<file path="src/rtl/canny_accel_mac_pkg.sv">
// Shared helpers for the canny_accel multiply-accumulate pipeline and the
// blocks that reuse its round/saturate stage.
package canny_accel_mac_pkg;

  localparam int MIN_STAGES = 3;
  localparam int MAX_STAGES = 8;
  // Widest accumulator the limit helpers can describe.
  localparam int LIM_W      = 128;

  // Full-precision product width, with one guard bit for mixed signedness.
  function automatic int prod_width(input int a_w, input int b_w);
    return a_w + b_w + 1;
  endfunction

  // Largest two's complement value representable in w bits.
  function automatic logic signed [LIM_W-1:0] sat_max(input int w);
    logic signed [LIM_W-1:0] one;
    one = LIM_W'(1);
    return (one <<< (w - 1)) - LIM_W'(1);
  endfunction

  // Smallest two's complement value representable in w bits.
  function automatic logic signed [LIM_W-1:0] sat_min(input int w);
    return -sat_max(w) - LIM_W'(1);
  endfunction

  function automatic bit stages_ok(input int s);
    return (s >= MIN_STAGES) && (s <= MAX_STAGES);
  endfunction

  function automatic bit acc_w_ok(input int acc_w, input int a_w, input int b_w);
    return (acc_w >= prod_width(a_w, b_w)) && (acc_w < LIM_W);
  endfunction

endpackage

</file>
<file path="src/rtl/canny_accel_mac_round_sat.sv">
// Round-half-up arithmetic right shift followed by an optional clamp to the
// output width. Purely combinational; shared with the NMS scaling path.
module canny_accel_mac_round_sat
  import canny_accel_mac_pkg::*;
#(
  parameter int ACC_W = 40,
  parameter int SHIFT = 0,
  parameter int OUT_W = 32,
  parameter bit SAT   = 1'b1
) (
  input  logic signed [ACC_W-1:0] value,
  output logic signed [OUT_W-1:0] p,
  output logic                    sat
);

  // One extra bit so adding the rounding bias can never wrap.
  localparam int EW = ACC_W + 1;
  localparam logic signed [EW-1:0] BIAS =
    (SHIFT > 0) ? (EW'(1) <<< ((SHIFT > 0) ? SHIFT - 1 : 0)) : '0;
  localparam logic signed [EW-1:0] O_MAX = EW'(sat_max(OUT_W));
  localparam logic signed [EW-1:0] O_MIN = EW'(sat_min(OUT_W));

  logic signed [EW-1:0] biased;
  logic signed [EW-1:0] r;
  logic                 above;
  logic                 below;

  // Bias, shift toward -inf, then clamp or wrap into OUT_W bits.
  always_comb begin
    biased = EW'(value) + BIAS;
    r      = biased >>> SHIFT;
    above  = (r > O_MAX);
    below  = (r < O_MIN);
    p      = r[OUT_W-1:0];
    if (SAT && above) begin
      p = O_MAX[OUT_W-1:0];
    end else if (SAT && below) begin
      p = O_MIN[OUT_W-1:0];
    end
    sat = SAT && (above || below);
  end

endmodule

</file>
<file path="src/rtl/canny_accel_mac_pipe.sv">
// Pipelined multiply-accumulate: S1 operand capture, S2 multiply,
// S3..S(STAGES-1) delay, S(STAGES) accumulate + round/saturate + output.
module canny_accel_mac_pipe
  import canny_accel_mac_pkg::*;
#(
  parameter int A_W      = 17,
  parameter int B_W      = 14,
  parameter bit A_SIGNED = 1'b1,
  parameter bit B_SIGNED = 1'b0,
  parameter int STAGES   = 4,
  parameter int ACC_W    = 40,
  parameter int SHIFT    = 0,
  parameter int OUT_W    = 32,
  parameter bit SAT      = 1'b1
) (
  input  logic             clk,
  input  logic             reset_n,
  input  logic             in_valid,
  output logic             in_ready,
  input  logic [A_W-1:0]   a,
  input  logic [B_W-1:0]   b,
  input  logic             acc_en,
  input  logic             acc_clr,
  output logic             out_valid,
  input  logic             out_ready,
  output logic [OUT_W-1:0] p,
  output logic             ovf
);

  localparam int PW  = prod_width(A_W, B_W);
  localparam int DLY = STAGES - 2;  // registers S2 .. S(STAGES-1)
  localparam int T   = DLY - 1;     // index feeding the last stage
  localparam logic signed [ACC_W-1:0] ACC_MAX = ACC_W'(sat_max(ACC_W));
  localparam logic signed [ACC_W-1:0] ACC_MIN = ACC_W'(sat_min(ACC_W));

  if (!stages_ok(STAGES)) begin : g_bad_stages
    $error("canny_accel_mac_pipe: STAGES=%0d must be within 3..8", STAGES);
  end
  if (!acc_w_ok(ACC_W, A_W, B_W)) begin : g_bad_acc_w
    $error("canny_accel_mac_pipe: ACC_W=%0d must be >= A_W+B_W+1 and < 128", ACC_W);
  end
  if ((OUT_W > ACC_W) || (SHIFT < 0) || (SHIFT >= ACC_W)) begin : g_bad_scale
    $error("canny_accel_mac_pipe: need OUT_W <= ACC_W and 0 <= SHIFT < ACC_W");
  end

  // Handshake: one global advance, adv = !out_valid || out_ready. A beat
  // moves in when in_valid && in_ready (in_ready == adv); a result leaves when
  // out_valid && out_ready. With adv low every stage and the accumulator hold.
  logic adv;

  logic                    s1_valid_q, s1_valid_d;
  logic [A_W-1:0]          s1_a_q, s1_a_d;
  logic [B_W-1:0]          s1_b_q, s1_b_d;
  logic                    s1_en_q, s1_en_d;
  logic                    s1_clr_q, s1_clr_d;

  logic signed [PW-1:0]    a_ext, b_ext, prod;

  logic                    pv_q    [DLY];
  logic                    pv_d    [DLY];
  logic signed [PW-1:0]    pprod_q [DLY];
  logic signed [PW-1:0]    pprod_d [DLY];
  logic                    pen_q   [DLY];
  logic                    pen_d   [DLY];
  logic                    pclr_q  [DLY];
  logic                    pclr_d  [DLY];

  logic signed [ACC_W-1:0] acc_q, acc_d;
  logic signed [ACC_W-1:0] prod_ext;
  logic signed [ACC_W:0]   acc_sum;
  logic signed [ACC_W-1:0] value;
  logic                    value_sat;
  logic [OUT_W-1:0]        rs_p;
  logic                    rs_sat;

  logic                    out_valid_q, out_valid_d;
  logic [OUT_W-1:0]        p_q, p_d;
  logic                    ovf_q, ovf_d;

  assign adv       = !out_valid_q || out_ready;
  assign in_ready  = adv;
  assign out_valid = out_valid_q;
  assign p         = p_q;
  assign ovf       = ovf_q;

  // S1: capture the incoming beat whenever the pipe advances.
  always_comb begin
    s1_valid_d = s1_valid_q;
    s1_a_d     = s1_a_q;
    s1_b_d     = s1_b_q;
    s1_en_d    = s1_en_q;
    s1_clr_d   = s1_clr_q;
    if (adv) begin
      s1_valid_d = in_valid;
      s1_a_d     = a;
      s1_b_d     = b;
      s1_en_d    = acc_en;
      s1_clr_d   = acc_clr;
    end
  end

  // S2 input: extend each operand per its signedness and multiply.
  always_comb begin
    if (A_SIGNED) a_ext = PW'($signed(s1_a_q));
    else          a_ext = PW'($unsigned(s1_a_q));
    if (B_SIGNED) b_ext = PW'($signed(s1_b_q));
    else          b_ext = PW'($unsigned(s1_b_q));
    prod = a_ext * b_ext;
  end

  // S2 .. S(STAGES-1): product register followed by pure delay.
  always_comb begin
    pv_d    = pv_q;
    pprod_d = pprod_q;
    pen_d   = pen_q;
    pclr_d  = pclr_q;
    if (adv) begin
      pv_d[0]    = s1_valid_q;
      pprod_d[0] = prod;
      pen_d[0]   = s1_en_q;
      pclr_d[0]  = s1_clr_q;
      for (int k = 1; k < DLY; k++) begin
        pv_d[k]    = pv_q[k-1];
        pprod_d[k] = pprod_q[k-1];
        pen_d[k]   = pen_q[k-1];
        pclr_d[k]  = pclr_q[k-1];
      end
    end
  end

  // Last stage: pick product or saturated running sum as the value to scale.
  always_comb begin
    prod_ext  = ACC_W'(pprod_q[T]);
    acc_sum   = (ACC_W+1)'(acc_q) + (ACC_W+1)'(prod_ext);
    value     = prod_ext;
    value_sat = 1'b0;
    if (pen_q[T] && !pclr_q[T]) begin
      if (acc_sum[ACC_W] != acc_sum[ACC_W-1]) begin
        value     = acc_sum[ACC_W] ? ACC_MIN : ACC_MAX;
        value_sat = 1'b1;
      end else begin
        value = acc_sum[ACC_W-1:0];
      end
    end
  end

  canny_accel_mac_round_sat #(
    .ACC_W (ACC_W),
    .SHIFT (SHIFT),
    .OUT_W (OUT_W),
    .SAT   (SAT)
  ) u_round_sat (
    .value (value),
    .p     (rs_p),
    .sat   (rs_sat)
  );

  // Output register and accumulator update, only for a valid beat on advance.
  always_comb begin
    out_valid_d = out_valid_q;
    p_d         = p_q;
    ovf_d       = ovf_q;
    acc_d       = acc_q;
    if (adv) begin
      out_valid_d = pv_q[T];
      if (pv_q[T]) begin
        p_d   = rs_p;
        ovf_d = rs_sat || value_sat;
        if (pen_q[T]) acc_d = value;
      end
    end
  end

  // Control state: valids, accumulator and outputs clear on reset.
  always_ff @(posedge clk or negedge reset_n) begin
    if (!reset_n) begin
      s1_valid_q  <= 1'b0;
      for (int k = 0; k < DLY; k++) pv_q[k] <= 1'b0;
      acc_q       <= '0;
      out_valid_q <= 1'b0;
      p_q         <= '0;
      ovf_q       <= 1'b0;
    end else begin
      s1_valid_q  <= s1_valid_d;
      pv_q        <= pv_d;
      acc_q       <= acc_d;
      out_valid_q <= out_valid_d;
      p_q         <= p_d;
      ovf_q       <= ovf_d;
    end
  end

  // Datapath registers: meaningless while their valid is low, so no reset.
  always_ff @(posedge clk) begin
    s1_a_q   <= s1_a_d;
    s1_b_q   <= s1_b_d;
    s1_en_q  <= s1_en_d;
    s1_clr_q <= s1_clr_d;
    pprod_q  <= pprod_d;
    pen_q    <= pen_d;
    pclr_q   <= pclr_d;
  end

endmodule
</file>
<file path="config.mk">
export PLATFORM = sky130hd
export DESIGN_NAME = canny_accel_mac_pipe
export DESIGN_NICKNAME = d
export VERILOG_FILES = /design/src/rtl/canny_accel_mac_pkg.sv /design/src/rtl/canny_accel_mac_round_sat.sv /design/src/rtl/canny_accel_mac_pipe.sv
export SDC_FILE = /design/constraint.sdc
export NUM_CORES = 1
export LEC_CHECK = 0
export BUFFER_PORTS_ARGS = -buffer_cell sky130_fd_sc_hd__buf_2
export CORE_MARGIN = 5
export CORE_UTILIZATION = 64
export DETAILED_ROUTE_END_ITERATION = 12
export PLACE_DENSITY = 0.87
export SYNTH_ARGS = -nofsm -noshare
export SYNTH_HDL_FRONTEND = slang
export SYNTH_SLANG_ARGS = --single-unit
export TNS_END_PERCENT = 10
</file>
<file path="constraint.sdc">
create_clock -name clk -period 8.51 [get_ports clk]
set_clock_uncertainty 0.05 [all_clocks]
set_input_delay 0.851 -clock clk [delete_from_list [all_inputs] [get_ports clk]]
set_output_delay 0.851 -clock clk [all_outputs]
set_load 0.01 [all_outputs]
</file>
# --- Yosys cells after proc, flatten, opt, wreduce, memory -nomap -nowiden ---
# Index checks and enable logic that the tools add are counted.
op_classes:
  n_eq_ne: 1
  n_reduce_logical: 8
  n_lt_le_gt_ge: 2
  n_addsub: 1
  mux: 7
  multipliers: 1
op_table:
  columns: ["op", "n"]
  rows:
  - ["40-bit 2-to-1 mux", 3]
  - ["32-bit 2-to-1 mux", 2]
  - ["40-bit by 32-bit adder with 41-bit output", 1]
  - ["40-bit by 32-bit greater-than comparator with 1-bit output (second input constant)", 1]
  - ["40-bit by 32-bit < comparator with 1-bit output (second input constant)", 1]
  - ["17-bit by 15-bit multiplier with 32-bit output", 1]
  - ["1-bit logical OR", 3]
  - ["3-bit AND reduction", 1]
  - ["1-bit logical NOT", 2]
  - ["1-bit 2-to-1 mux", 2]
  - ["2-bit AND reduction", 1]
  - ["1-bit logical AND", 1]
  - ["1-bit != test", 1]
totals:
  word_cells: 37
  output_inout_bits: 35
  ff_bits: 178
  inputBits: 37

# --- Longest topological paths before layout ---
depth:
  depth_word: 7
  depth_mapped: 26
  mapped_depth_nobuf: 25

# --- Cells and area by module ---
# A second synthesis with hierarchy kept.
hier_totals:
  cells_unflattened: 1976
  area_unflattened_um2: 19080.8
modules_own_cells:
  columns: ["mod", "area_each_um2", "instances", "seq_area_each_um2", "cells_per_inst"]
  rows:
  - ["canny_accel_mac_pipe", 18423.9, 1, 4959.8, 1895]
  - ["canny_accel_mac_round_sat", 656.9, 1, 0.0, 81]

# --- Worst setup path after synthesis ---
# Ideal clock, no wire load.
synth_path:
  kind: "register to register"
  startpoint: "register s1_a_q[7]"
  endpoint: "register pprod_q[63] in the netlist's numbering (data pin)"
  synth_period_minus_slack_ns: 6.599
  t_arrival_ns: 6.289
  n_path_buf: 1
  setup_slack_ns: 1.911
  path_stages_with_launch: 25
  setup_ns: 0.260
  t_required_ns: 8.200
  path_cell_list: "edfxtp_1 -> clkbuf_1 -> and2_1 -> fa_1 -> inv_1 -> fa_1 -> inv_1 -> fa_1 -> fa_1 -> fa_1 -> inv_1 -> fa_1 -> inv_1 -> ha_1 -> a21o_1 -> a21o_1 -> a2111oi_0 -> o31ai_1 -> a41oi_1 -> o21ai_0 -> nand2_1 -> a21oi_1 -> a21o_1 -> a21oi_1 -> xnor2_1"
synth_between:
  elab_chain_cells: 1
synth_lines:
  columns: ["element", "line_no", "source"]
  rows:
  - ["start, declared", "canny_accel_mac_pipe.sv:52", "logic [A_W-1:0] s1_a_q, s1_a_d;"]
  - ["start signal, assigned", "canny_accel_mac_pipe.sv:195", "s1_a_q <= s1_a_d;"]
  - ["17-bit by 15-bit multiplier with 32-bit output", "canny_accel_mac_pipe.sv:108", "prod = a_ext * b_ext;"]
  - ["net prod[31]", "canny_accel_mac_pipe.sv:57", "logic signed [PW-1:0] a_ext, b_ext, prod;"]
  - ["end signal, assigned", "canny_accel_mac_pipe.sv:199", "pprod_q <= pprod_d;"]
  - ["end, declared", "canny_accel_mac_pipe.sv:61", "logic signed [PW-1:0] pprod_q [DLY];"]
# The timed path passes the listed nets, and every way through them passes these cells.
# A chain may end at the register's enable or synchronous reset.

# --- Worst setup path after layout ---
layout_path:
  startpoint: "register s1_b_q[5]"
  endpoint: "register pprod_q[60] in the netlist's numbering (data pin)"
layout_between:
  elab_chain_cells: 1
layout_lines:
  columns: ["element", "line_no", "source"]
  rows:
  - ["start, declared", "canny_accel_mac_pipe.sv:53", "logic [B_W-1:0] s1_b_q, s1_b_d;"]
  - ["start signal, assigned", "canny_accel_mac_pipe.sv:196", "s1_b_q <= s1_b_d;"]
  - ["17-bit by 15-bit multiplier with 32-bit output", "canny_accel_mac_pipe.sv:108", null]
  - ["net prod[28]", "canny_accel_mac_pipe.sv:57", null]
# The timed path passes the listed nets, and every way through them passes these cells.

==> flow_summary.toml <==
[critical_path]
worstSetupPathType = "flip-flop to flip-flop"
path_buf_inv = 6
required_ns = 8.72
crit_path_max_incr_delay_ns = 0.60
slowest_stage = "edfxtp_1"
start_kind = "flip-flop"
end_kind = "flip-flop"
crit_chain = "and2_1, fa_1, inv_1, fa_1, inv_1, fa_1, inv_1, fa_1, inv_1, fa_1, inv_1, fa_1, inv_1, ha_1, a21oi_1, o21ai_0, a21o_1, o41ai_1, a31oi_1, a41o_1, o311ai_0, a21boi_0"
crit_fanout = 17
cp.arrival_ns = 7.69
cp_top_family = "adder cells"

[cts]
clk_pin_slew_worst_paths_ns = 0.08
hold_buffers = 0
post_cts_resized = 0
numCtsBuffers = 17
post_cts_buffers = 0
clockBufferDepth = 2
clkLatencyLatePin_ns = 0.45
htreeDepth = 4
clock-root-buffer = "clkbuf_16"
cts_tree = "built"
cts_sinks = 178

[route]
via_per_inst = 5.90
drt-initial-drc-count = 1135
totalWireLength_um = 42100
wl_per_cell_um = 18.7
first_pass_iters = 6
postRouteAntennaNets = 0
vias = 13300
route.detailed.drc = 0

[timing]
rsz0062_at_grt = "false"
worst_slew_pin_slew_ns = 1.26
hold_violations = 0
slew_violations = 0
post-route-period-util_pct = 87.9
tns_ns = 0
slew_headroom_pct = 15.7
max_freq_mhz = 134
period_minus_slack_ns = 7.48
finalSetupViolations = 0

[synth]
yosysMostFrequentCell = "inv_1"
synth-seq-cells = 178
ys_seq_area_share_pct = 27.0
async_flop_share_pct = 43.3
yosysWarnings = 0
synth_largest_area_cell = "fa_1"
synthCells = 1838
netlist_area_sq_um = 18400
synth_cell_types = 77
synthTopCellsByArea = "fa_1 25%, edfxtp_1 16%, dfrtp_1 10%, ha_1 8.0%, inv_1 5.9%"
synth_ff_type = "edfxtp_1"
synth_nets = 2223
synth_commonest_cells = "288 x inv_1, 231 x fa_1, 177 x nand2_1"
syn_area_per_cell_sq_um = 10.0
synth-edff-count = 101
synth_top_area_share_pct = 25.2

[placement]
gp_congestion = 0.936
dp_cells = 2220
place_area_sq_um = 19000
port_buffers = 71
hpwl_um = 31900

[finish]
area_delta_synth_final_pct = 6.34
postLayoutCellArea_sq_um = 19500
fillers = 2101
drive_gt1_share_pct = 11.5
fin_nets = 2240
antenna_cells = 0
layoutNonFillerInstCount = 2252

[global_routing]
use_met1_pct = 35.2
grt_max_degree = 78
use_met2_pct = 46.4
grt-busiest-layer = "met2"
antenna_found_initial = 0
grt_pass1_vias = 14000
grt_usage_pct = 26.7
grt_pass1_wl_um = 70700
gr-total-overflow = 0
grtUsageMet3_pct = 4.77

[floorplan]
dieArea_sq_um = 32200
initial_core_util_pct = 64.4
ios = 72
core_region_area_sq_um = 28500
die_w_um = 179
rows = 62
die_h_um = 179

[worst_hold_path]
hp-class = "flip-flop to flip-flop"

[outcome]
status = "complete, no violations"

[run]
cap_viol_max_count = 0
-- layout by cell type (no fill, tap or decap), drive strengths merged, types with 8 or more instances in the layout --
cell,Yosys,routed
a211oi,20,20
a21o,35,35
a21oi,119,119
and2,152,152
and3,9,9
buf,22,81
clkbuf,61,17
dfrtp,77,77
edfxtp,101,101
fa,231,231
ha,117,117
inv,288,296
mux2,40,40
nand2,177,177
nand3,13,13
nor2,46,46
nor2b,8,8
nor3,18,18
o211ai,15,15
o21a,12,12
o21ai,82,82
o21bai,8,8
o22ai,32,32
or3,9,9
xnor2,44,44
xor2,15,15
-- stage by stage --
step                      util (%)  setup WS (ns)  hold WS, ns
after floorplan                  -           1.91        0.350
final                         68.5           1.03        0.364
after detailed placement      66.4           1.20        0.355
after global routing          68.5          0.498        0.369
after global placement        66.4           1.42        0.350
after CTS                     68.5           1.13        0.367
-- sequential cells by signal, summed over array words and instances (netlist names) --
name	count
pprod_q	64
pen_q	2
acc_q	40
s1_clr_q	1
s1_b_q	14
s1_en_q	1
s1_a_q	17
pclr_q	2
out_valid	1
p	32
ovf	1
s1_valid_q	1
pv_q	2
-- layout make-up --
type / count / area (sq um) / area share, %
Clock inverter: 15 / 161 / 0.826
Multi-Input combinational cell: 1289 / 12000 / 61.4
Sequential cell: 178 / 4960 / 25.4
Timing Repair Buffer: 81 / 433 / 2.21
Clock buffer: 17 / 425 / 2.18
Tap cell: 384 / 480 / 2.46
Inverter: 288 / 1080 / 5.53
-- routing by layer --
layer  vias to the layer above  routed length [um]  share of wire, %
met2                       567               21000                50
met5                         -                   0                 0
met1                      6543               17300                41
met3                        80                2860               6.8
li1                       6091                   -                 -
met4                         0                 908               2.2
-- worst reg2reg max path: cells and delay by family (launching register included) --
family / cells / cell delay, ns
fa+ha+maj: 7 / 3.44
compound gates: 8 / 2.61
flops: 1 / 0.60
buf+inv: 6 / 0.31
simple gates: 1 / 0.25
-- worst paths after layout --
path | cells after the start | to | slack, ns | start
worst max-delay path | 22 | pprod_q[60]$_DFFE_PN_ | 1.03 | s1_b_q[5]$_DFFE_PN_
worst min-delay path | 0 | pprod_q[18]$_DFFE_PN_ | 0.36 | pprod_q[50]$_DFFE_PN_
worst max register to register | 22 | pprod_q[60]$_DFFE_PN_ | 1.03 | s1_b_q[5]$_DFFE_PN_
worst min register to register | 0 | pprod_q[18]$_DFFE_PN_ | 0.36 | pprod_q[50]$_DFFE_PN_
max in group asynchronous | 1 | p[23]$_DFFE_PN0P_ | 7.24 | reset_n
min in group asynchronous | 1 | out_valid$_DFFE_PN0N_ | 0.50 | reset_n
-- cells by family after synthesis --
family                     after synthesis  share of synthesized area (%)
AOI/OAI and AO/OA                      375                           13.6
xor gates and xnor gates                59                           2.91
adders and majority gates              352                           33.3
buffers and inverters                  371                           7.85
DFF                                    178                           27.0
muxes                                   41                           2.50
and+or+nand+nor                        462                           12.8
Power is left out: the tool's default activity adds up to more than one toggle a clock period on the data nets, which glitch-free logic cannot reach.
